`src/rtl/ex_muldiv_sequencer_if.sv`:
```
// Handshake bundle between the EX stage pipeline and the iterative mul/div sequencer.
// The pipeline side uses the master modport; the sequencer uses the slave modport.
interface ex_muldiv_sequencer_if #(
    parameter int WIDTH = 32
);
    logic             start;
    logic [1:0]       op;
    logic [WIDTH-1:0] opA;
    logic [WIDTH-1:0] opB;
    logic             flush;
    logic             stall;
    logic             busy;
    logic             done;
    logic [WIDTH-1:0] result;
    logic             div_by_zero;

    modport master (
        output start, op, opA, opB, flush,
        input  stall, busy, done, result, div_by_zero
    );

    modport slave (
        input  start, op, opA, opB, flush,
        output stall, busy, done, result, div_by_zero
    );
endinterface

```
`src/rtl/ex_muldiv_sequencer.sv`:
```
// Iterative MUL/MULH/DIV/REM sequencer sharing one 32-step shift-add / restoring-divide datapath.
// Define MULDIV_SIGNED_EN for two's complement operands (magnitude datapath plus sign fix-up on result load).
module ex_muldiv_sequencer #(
    parameter int WIDTH = 32
) (
    input  logic                 clk,
    input  logic                 rst,
    ex_muldiv_sequencer_if.slave bus
);
    localparam int CW = $clog2(WIDTH);

    typedef enum logic [1:0] {
        IDLE,
        RUN,
        DONE
    } state_t;

    state_t           state;
    state_t           state_next;
    logic [CW-1:0]    count;
    logic [1:0]       op_q;
    logic [WIDTH-1:0] acc_hi;
    logic [WIDTH-1:0] acc_lo;
    logic [WIDTH-1:0] operand;
    logic [WIDTH-1:0] result_q;
    logic             dbz_q;

    logic             accept;
    logic             step_en;
    logic             stall_c;
    logic             busy_c;
    logic             done_c;
    logic             div_zero_in;
    logic [WIDTH-1:0] a_mag;
    logic [WIDTH-1:0] b_mag;
    logic [WIDTH-1:0] zero_result;

    logic [WIDTH:0]   mul_sum;
    logic [WIDTH:0]   div_shift;
    logic             div_ge;
    logic [WIDTH-1:0] div_diff;
    logic [WIDTH-1:0] step_hi;
    logic [WIDTH-1:0] step_lo;
    logic [WIDTH-1:0] fin_hi;
    logic [WIDTH-1:0] fin_lo;
    logic [WIDTH-1:0] run_result;

    assign div_zero_in = bus.op[1] && (bus.opB == '0);
    assign zero_result = bus.op[0] ? bus.opA : '1;

`ifdef MULDIV_SIGNED_EN
    logic a_neg;
    logic b_neg;
    logic neg_main_q;
    logic neg_rem_q;

    assign a_neg = bus.opA[WIDTH-1];
    assign b_neg = bus.opB[WIDTH-1];
    assign a_mag = a_neg ? -bus.opA : bus.opA;
    assign b_mag = b_neg ? -bus.opB : bus.opB;

    // Product/quotient sign follows the operand sign mismatch; remainder follows the dividend.
    always_ff @(posedge clk) begin
        if (rst) begin
            neg_main_q <= 1'b0;
            neg_rem_q  <= 1'b0;
        end else if (accept) begin
            neg_main_q <= a_neg ^ b_neg;
            neg_rem_q  <= a_neg;
        end
    end
`else
    assign a_mag = bus.opA;
    assign b_mag = bus.opB;
`endif

    // acc_hi holds the product high word / partial remainder, acc_lo the multiplier / dividend-quotient.
    always_comb begin
        mul_sum   = {1'b0, acc_hi} + (acc_lo[0] ? {1'b0, operand} : '0);
        div_shift = {acc_hi, acc_lo[WIDTH-1]};
        div_ge    = div_shift >= {1'b0, operand};
        div_diff  = div_shift[WIDTH-1:0] - operand;
        if (op_q[1]) begin
            step_hi = div_ge ? div_diff : div_shift[WIDTH-1:0];
            step_lo = {acc_lo[WIDTH-2:0], div_ge};
        end else begin
            step_hi = mul_sum[WIDTH:1];
            step_lo = {mul_sum[0], acc_lo[WIDTH-1:1]};
        end
    end

    always_comb begin
        fin_hi = step_hi;
        fin_lo = step_lo;
`ifdef MULDIV_SIGNED_EN
        if (!op_q[1]) begin
            if (neg_main_q) begin
                {fin_hi, fin_lo} = -{step_hi, step_lo};
            end
        end else begin
            if (neg_main_q) begin
                fin_lo = -step_lo;
            end
            if (neg_rem_q) begin
                fin_hi = -step_hi;
            end
        end
`endif
        run_result = op_q[0] ? fin_hi : fin_lo;
    end

    always_comb begin
        state_next = state;
        accept     = 1'b0;
        step_en    = 1'b0;
        stall_c    = 1'b0;
        busy_c     = 1'b0;
        done_c     = 1'b0;
        case (state)
            IDLE: begin
                if (bus.start && !bus.flush) begin
                    accept     = 1'b1;
                    stall_c    = 1'b1;
                    state_next = div_zero_in ? DONE : RUN;
                end
            end
            RUN: begin
                busy_c  = 1'b1;
                stall_c = 1'b1;
                if (bus.flush) begin
                    state_next = IDLE;
                end else begin
                    step_en = 1'b1;
                    if (count == '0) begin
                        state_next = DONE;
                    end
                end
            end
            DONE: begin
                // start is ignored here: ID/EX still holds the instruction that just finished.
                done_c     = !bus.flush;
                state_next = IDLE;
            end
            default: state_next = IDLE;
        endcase
        if (rst) begin
            stall_c = 1'b0;
        end
    end

    always_ff @(posedge clk) begin
        if (rst) begin
            state    <= IDLE;
            count    <= '0;
            op_q     <= '0;
            acc_hi   <= '0;
            acc_lo   <= '0;
            operand  <= '0;
            result_q <= '0;
            dbz_q    <= 1'b0;
        end else begin
            state <= state_next;
            if (accept) begin
                op_q    <= bus.op;
                count   <= CW'(WIDTH - 1);
                acc_hi  <= '0;
                acc_lo  <= bus.op[1] ? a_mag : b_mag;
                operand <= bus.op[1] ? b_mag : a_mag;
                if (div_zero_in) begin
                    result_q <= zero_result;
                    dbz_q    <= 1'b1;
                end
            end else if (step_en) begin
                acc_hi <= step_hi;
                acc_lo <= step_lo;
                count  <= count - CW'(1);
                if (count == '0) begin
                    result_q <= run_result;
                    dbz_q    <= 1'b0;
                end
            end
        end
    end

    assign bus.stall       = stall_c;
    assign bus.busy        = busy_c;
    assign bus.done        = done_c;
    assign bus.result      = result_q;
    assign bus.div_by_zero = dbz_q;

endmodule

```
`src/flat_wrapper.sv`:
```
// flat-port wrapper written by rule: the top's interface ports become plain ports
module ex_muldiv_sequencer_flat 
#(
    parameter int WIDTH = 32
)
  (clk, rst, bus_start, bus_op, bus_opA, bus_opB, bus_flush, bus_stall, bus_busy, bus_done, bus_result, bus_div_by_zero);
  ex_muldiv_sequencer_if #(.WIDTH(WIDTH)) bus_i ();
  input  logic clk;
  input  logic rst;
  input wire logic [$bits(bus_i.start)-1:0] bus_start;
  input wire logic [$bits(bus_i.op)-1:0] bus_op;
  input wire logic [$bits(bus_i.opA)-1:0] bus_opA;
  input wire logic [$bits(bus_i.opB)-1:0] bus_opB;
  input wire logic [$bits(bus_i.flush)-1:0] bus_flush;
  output wire logic [$bits(bus_i.stall)-1:0] bus_stall;
  output wire logic [$bits(bus_i.busy)-1:0] bus_busy;
  output wire logic [$bits(bus_i.done)-1:0] bus_done;
  output wire logic [$bits(bus_i.result)-1:0] bus_result;
  output wire logic [$bits(bus_i.div_by_zero)-1:0] bus_div_by_zero;
  assign bus_i.start = bus_start;
  assign bus_i.op = bus_op;
  assign bus_i.opA = bus_opA;
  assign bus_i.opB = bus_opB;
  assign bus_i.flush = bus_flush;
  assign bus_stall = bus_i.stall;
  assign bus_busy = bus_i.busy;
  assign bus_done = bus_i.done;
  assign bus_result = bus_i.result;
  assign bus_div_by_zero = bus_i.div_by_zero;
  ex_muldiv_sequencer #(.WIDTH(WIDTH)) u_core (.clk(clk), .rst(rst), .bus(bus_i));
endmodule
```
`config.mk`:
```
export PLATFORM = sky130hd
export DESIGN_NAME = ex_muldiv_sequencer_flat
export DESIGN_NICKNAME = d
export VERILOG_FILES = /design/src/rtl/ex_muldiv_sequencer_if.sv /design/src/rtl/ex_muldiv_sequencer.sv /design/src/flat_wrapper.sv
export SDC_FILE = /design/constraint.sdc
export NUM_CORES = 1
export LEC_CHECK = 0
export ABC_CLOCK_PERIOD_IN_PS = 6000
export CAP_MARGIN = 40
export CORE_MARGIN = 4
export CORE_UTILIZATION = 45
export DETAILED_ROUTE_END_ITERATION = 10
export GPL_ROUTABILITY_DRIVEN = 0
export PLACE_DENSITY = 0.71
export REMOVE_ABC_BUFFERS = 1
export SYNTH_ARGS = -nofsm -noshare
export SYNTH_HDL_FRONTEND = slang
export SYNTH_SLANG_ARGS = --single-unit
```
`constraint.sdc`:
```
create_clock -name clk -period 6 [get_ports clk]
set_clock_uncertainty 0.15 [all_clocks]
set_input_delay 0.9 -clock clk [delete_from_list [all_inputs] [get_ports clk]]
set_output_delay 0.9 -clock clk [all_outputs]
set_load 0.03 [all_outputs]
```
==> metrics.csv <==
stage,metric,value,unit
route,Post-DRT Antenna Nets,0,
placement,dpl cell area,0.0126,mm^2
synth,Yosys reg bits,138,
clock_network,H-tree levels,4,
global_routing,grt total ovfl,0,
power,Max VDD drop,0.167,mV
die,Die X-Extent,166,um
synth,"area leader, netlist",dfxtp_1,
sta,Tmin final,4.06,ns
clock_network,post-CTS sizing,0,
cells_and_area,Finished Layout Cells,1844,
synth,commonest cells in the netlist,"151 x nor2_1, 138 x dfxtp_1, 107 x nand2_1, 104 x a21oi_1, 90 x mux2i_1",
sta,worst hold slack,0.342,ns
cells_and_area,post-route cell area,0.0132,mm^2
worst_setup_path,Worst Setup End Kind,flop,
clock_network,root buf cell,clkbuf_16,
route,DRT Pass-1 Iters,5,
sta,final setup fails,0,
min_path,HP Start,u_core.bus.result[8]$_SDFFE_PP0P_,
worst_setup_path,Worst Path Arrival,4.18,ns
sta,Slew @ Worst Pin,0.864,ns
sta,setup TNS,0,ns
synth,Mean Syn Cell Area,7.76,um^2
synth,post-synthesis sequential area ratio,24.5,%
worst_setup_path,Critical Path Source,u_core.operand[8]$_SDFFE_PP0P_,
worst_setup_path,WP data required,6.12,ns
route,DR iter-0 viols,1313,
clock_network,"CTS clk-pin slew, worst paths",0.06,ns
synth,top-count cell post-synth,nor2_1,
die,die area,0.0277,mm^2
clock_network,Setup Buffers After CTS,0,
synth,synthesized area,0.0113,mm^2
cells_and_area,ANT cells,0,
clock_network,Clock Sinks,138,
clock_network,CTS tree,yes,
sta,Final Hold Vio Count,0,
power,clock power share,38.2,%
sta,Slew Limit Headroom,42.4,%
synth,leading register cell type out of synthesis,dfxtp_1,
global_routing,All-Layer GR Usage,27.7,%
power,Power Total,2.85,mW
clock_network,cts-stage hold buffer count,0,
synth,Post-synth EDFFs,0,
placement,placed insts,1812,
placement,hpwl dp,29.8,mm
global_routing,vias in the first global route,10895,
min_path,worst min-delay path category,flop to flop,
cells_and_area,Layout area overhead,16.6,%
clock_network,TritonCTS Buffers,17,
cells_and_area,final net count,1645,
power,sequential power share,35.7,%
power,Net Sw Power,963,uW
worst_setup_path,crit start category,flop,
synth,Synth cell types,80,
global_routing,largest net degree at the start of global routing,101,
route,WL per Instance,21.5,um
die,initial core utilization,46.0,%
sta,RSZ-0062 raised after global routing,false,
synth,Synth top area share,24.5,%
clock_network,clk_lat worst skew,0.43,ns
worst_setup_path,CP Max Fanout,20,
power,switching part of the total,33.7,%
power,static leakage,5.18,nW
route,Vias,11790,
global_routing,initial antenna violation count,0,
power,Pint,1.89,mW
sta,final slew viol count,0,
flow_run,MaxCap Viol Count,0,
route,Routed WL,39.7,mm
sta,Max Freq,246,MHz
power,Power Dens Cells,217,mW/mm^2
die,Die Y,166,um
run_status,status,finished clean,
synth,number of synthesis warnings,0,
synth,ys async rst share,0,%
synth,Gate Count Post-Synth,1455,
cells_and_area,share of cells above drive strength 1,6.64,%
worst_setup_path,Setup CP Type,flop to flop,
die,# IOs,106,
placement,PortBufs,105,
route,DRC errors left,0,
clock_network,CTS Buffer Depth,2,
global_routing,first-pass GRT wire length,63.1,mm
die,# rows,57,
route,Via density,6.39,
synth,top post-synthesis cells by area,"dfxtp_1 24%, mux2i_1 8.0%, ha_1 7.3%",
worst_setup_path,r2r startpoint,u_core.operand[8]$_SDFFE_PP0P_,
die,Placeable Area,0.0245,mm^2
sta,final period utilization,67.7,%
power,combinational power share,26.1,%
==> power groups by stage <==
stage	clock network (mW)	logic, mW	registers [mW]
6_report	1.09	0.745	1.02
5_1_grt	1.13	0.805	1.02
4_1_cts	1.09	0.729	1.02
3_5_place_dp	0	0.723	1.04
3_3_place_gp	0	0.706	1.04
2_1_floorplan	0	0.458	1.02
==> per-layer routing <==
layer  vias up  wire (um)  GRT usage (%)
met3        74       3970           5.12
met5         -          0              0
met4         0       1210           8.64
met2       634      16900           41.0
li1       5549          -              -
met1      5533      17700           40.7
==> critical path: stages (launching register included) <==
cell	delay [ns]
dfxtp_1	0.46
inv_1	0.08
ha_1	0.38
a21oi_1	0.17
o21ai_1	0.10
a31o_2	0.28
a311oi_4	0.44
a211o_1	0.23
buf_4	0.20
and2_4	0.38
o21ai_0	0.24
a2111oi_0	0.64
a2111oi_0	0.14
==> kinds of logic (layout without fill, tap and decap cells) <==
group                    count (synthesis)  in the layout  share of synthesized area (%)
XOR/XNOR                                49             49                           3.80
buffers and inverters                  145            210                           5.11
adder cells (fa/ha/maj)                 68             68                           7.67
AO/OA/AOI/OAI                          507            507                           30.6
multiplexers                           113            113                           10.4
AND/OR/NAND/NOR                        435            435                           18.0
flip-flops                             138            138                           24.5
==> registers in the layout, indices dropped and copies added, names as in the netlist <==
signal                  flops
u_core.acc_hi              32
u_core.acc_lo              32
u_core.bus.result          32
u_core.operand             32
u_core.count                5
u_core.op_q                 2
u_core.state                2
u_core.bus.div_by_zero      1
==> placed cells by master (no fill, tap or decap), drive strengths merged, types with 32 or more instances in the layout <==
cell type / instances
a211oi: 84
a21o: 32
dfxtp: 138
and2: 40
nor2: 151
mux2i: 90
nand2: 107
a21oi: 107
inv: 58
clkdlybuf4s50: 103
ha: 66
o21ai: 93
==> metrics by stage <==
step	utilization, %	setup WS [ns]
detailed placement	51.2	1.68
floorplan	-	-3.37
CTS	53.7	2.05
global route	53.7	1.76
global placement	51.0	1.77
finish	53.7	1.94
==> area by class of cell <==
| type | instances | area, um^2 |
|---|---|---|
| Clock buffer | 18 | 439 |
| Fill cell | 2356 | 11400 |
| Sequential cell | 138 | 2770 |
| Inverter | 52 | 195 |
| Timing Repair Buffer | 126 | 1240 |
| Clock inverter | 14 | 161 |
| Tap cell | 324 | 405 |
| Multi-Input combinational cell | 1172 | 7970 |
==> worst paths after layout <==
path,end,slack (ns),cells after the start
max,u_core.bus.result[2]$_SDFFE_PP0P_,1.94,12
min,u_core.bus.result[8]$_SDFFE_PP0P_,0.34,2
max reg2reg,u_core.bus.result[2]$_SDFFE_PP0P_,1.94,12
min reg2reg,u_core.bus.result[8]$_SDFFE_PP0P_,0.34,2
(Power assumes the default switching activity.)
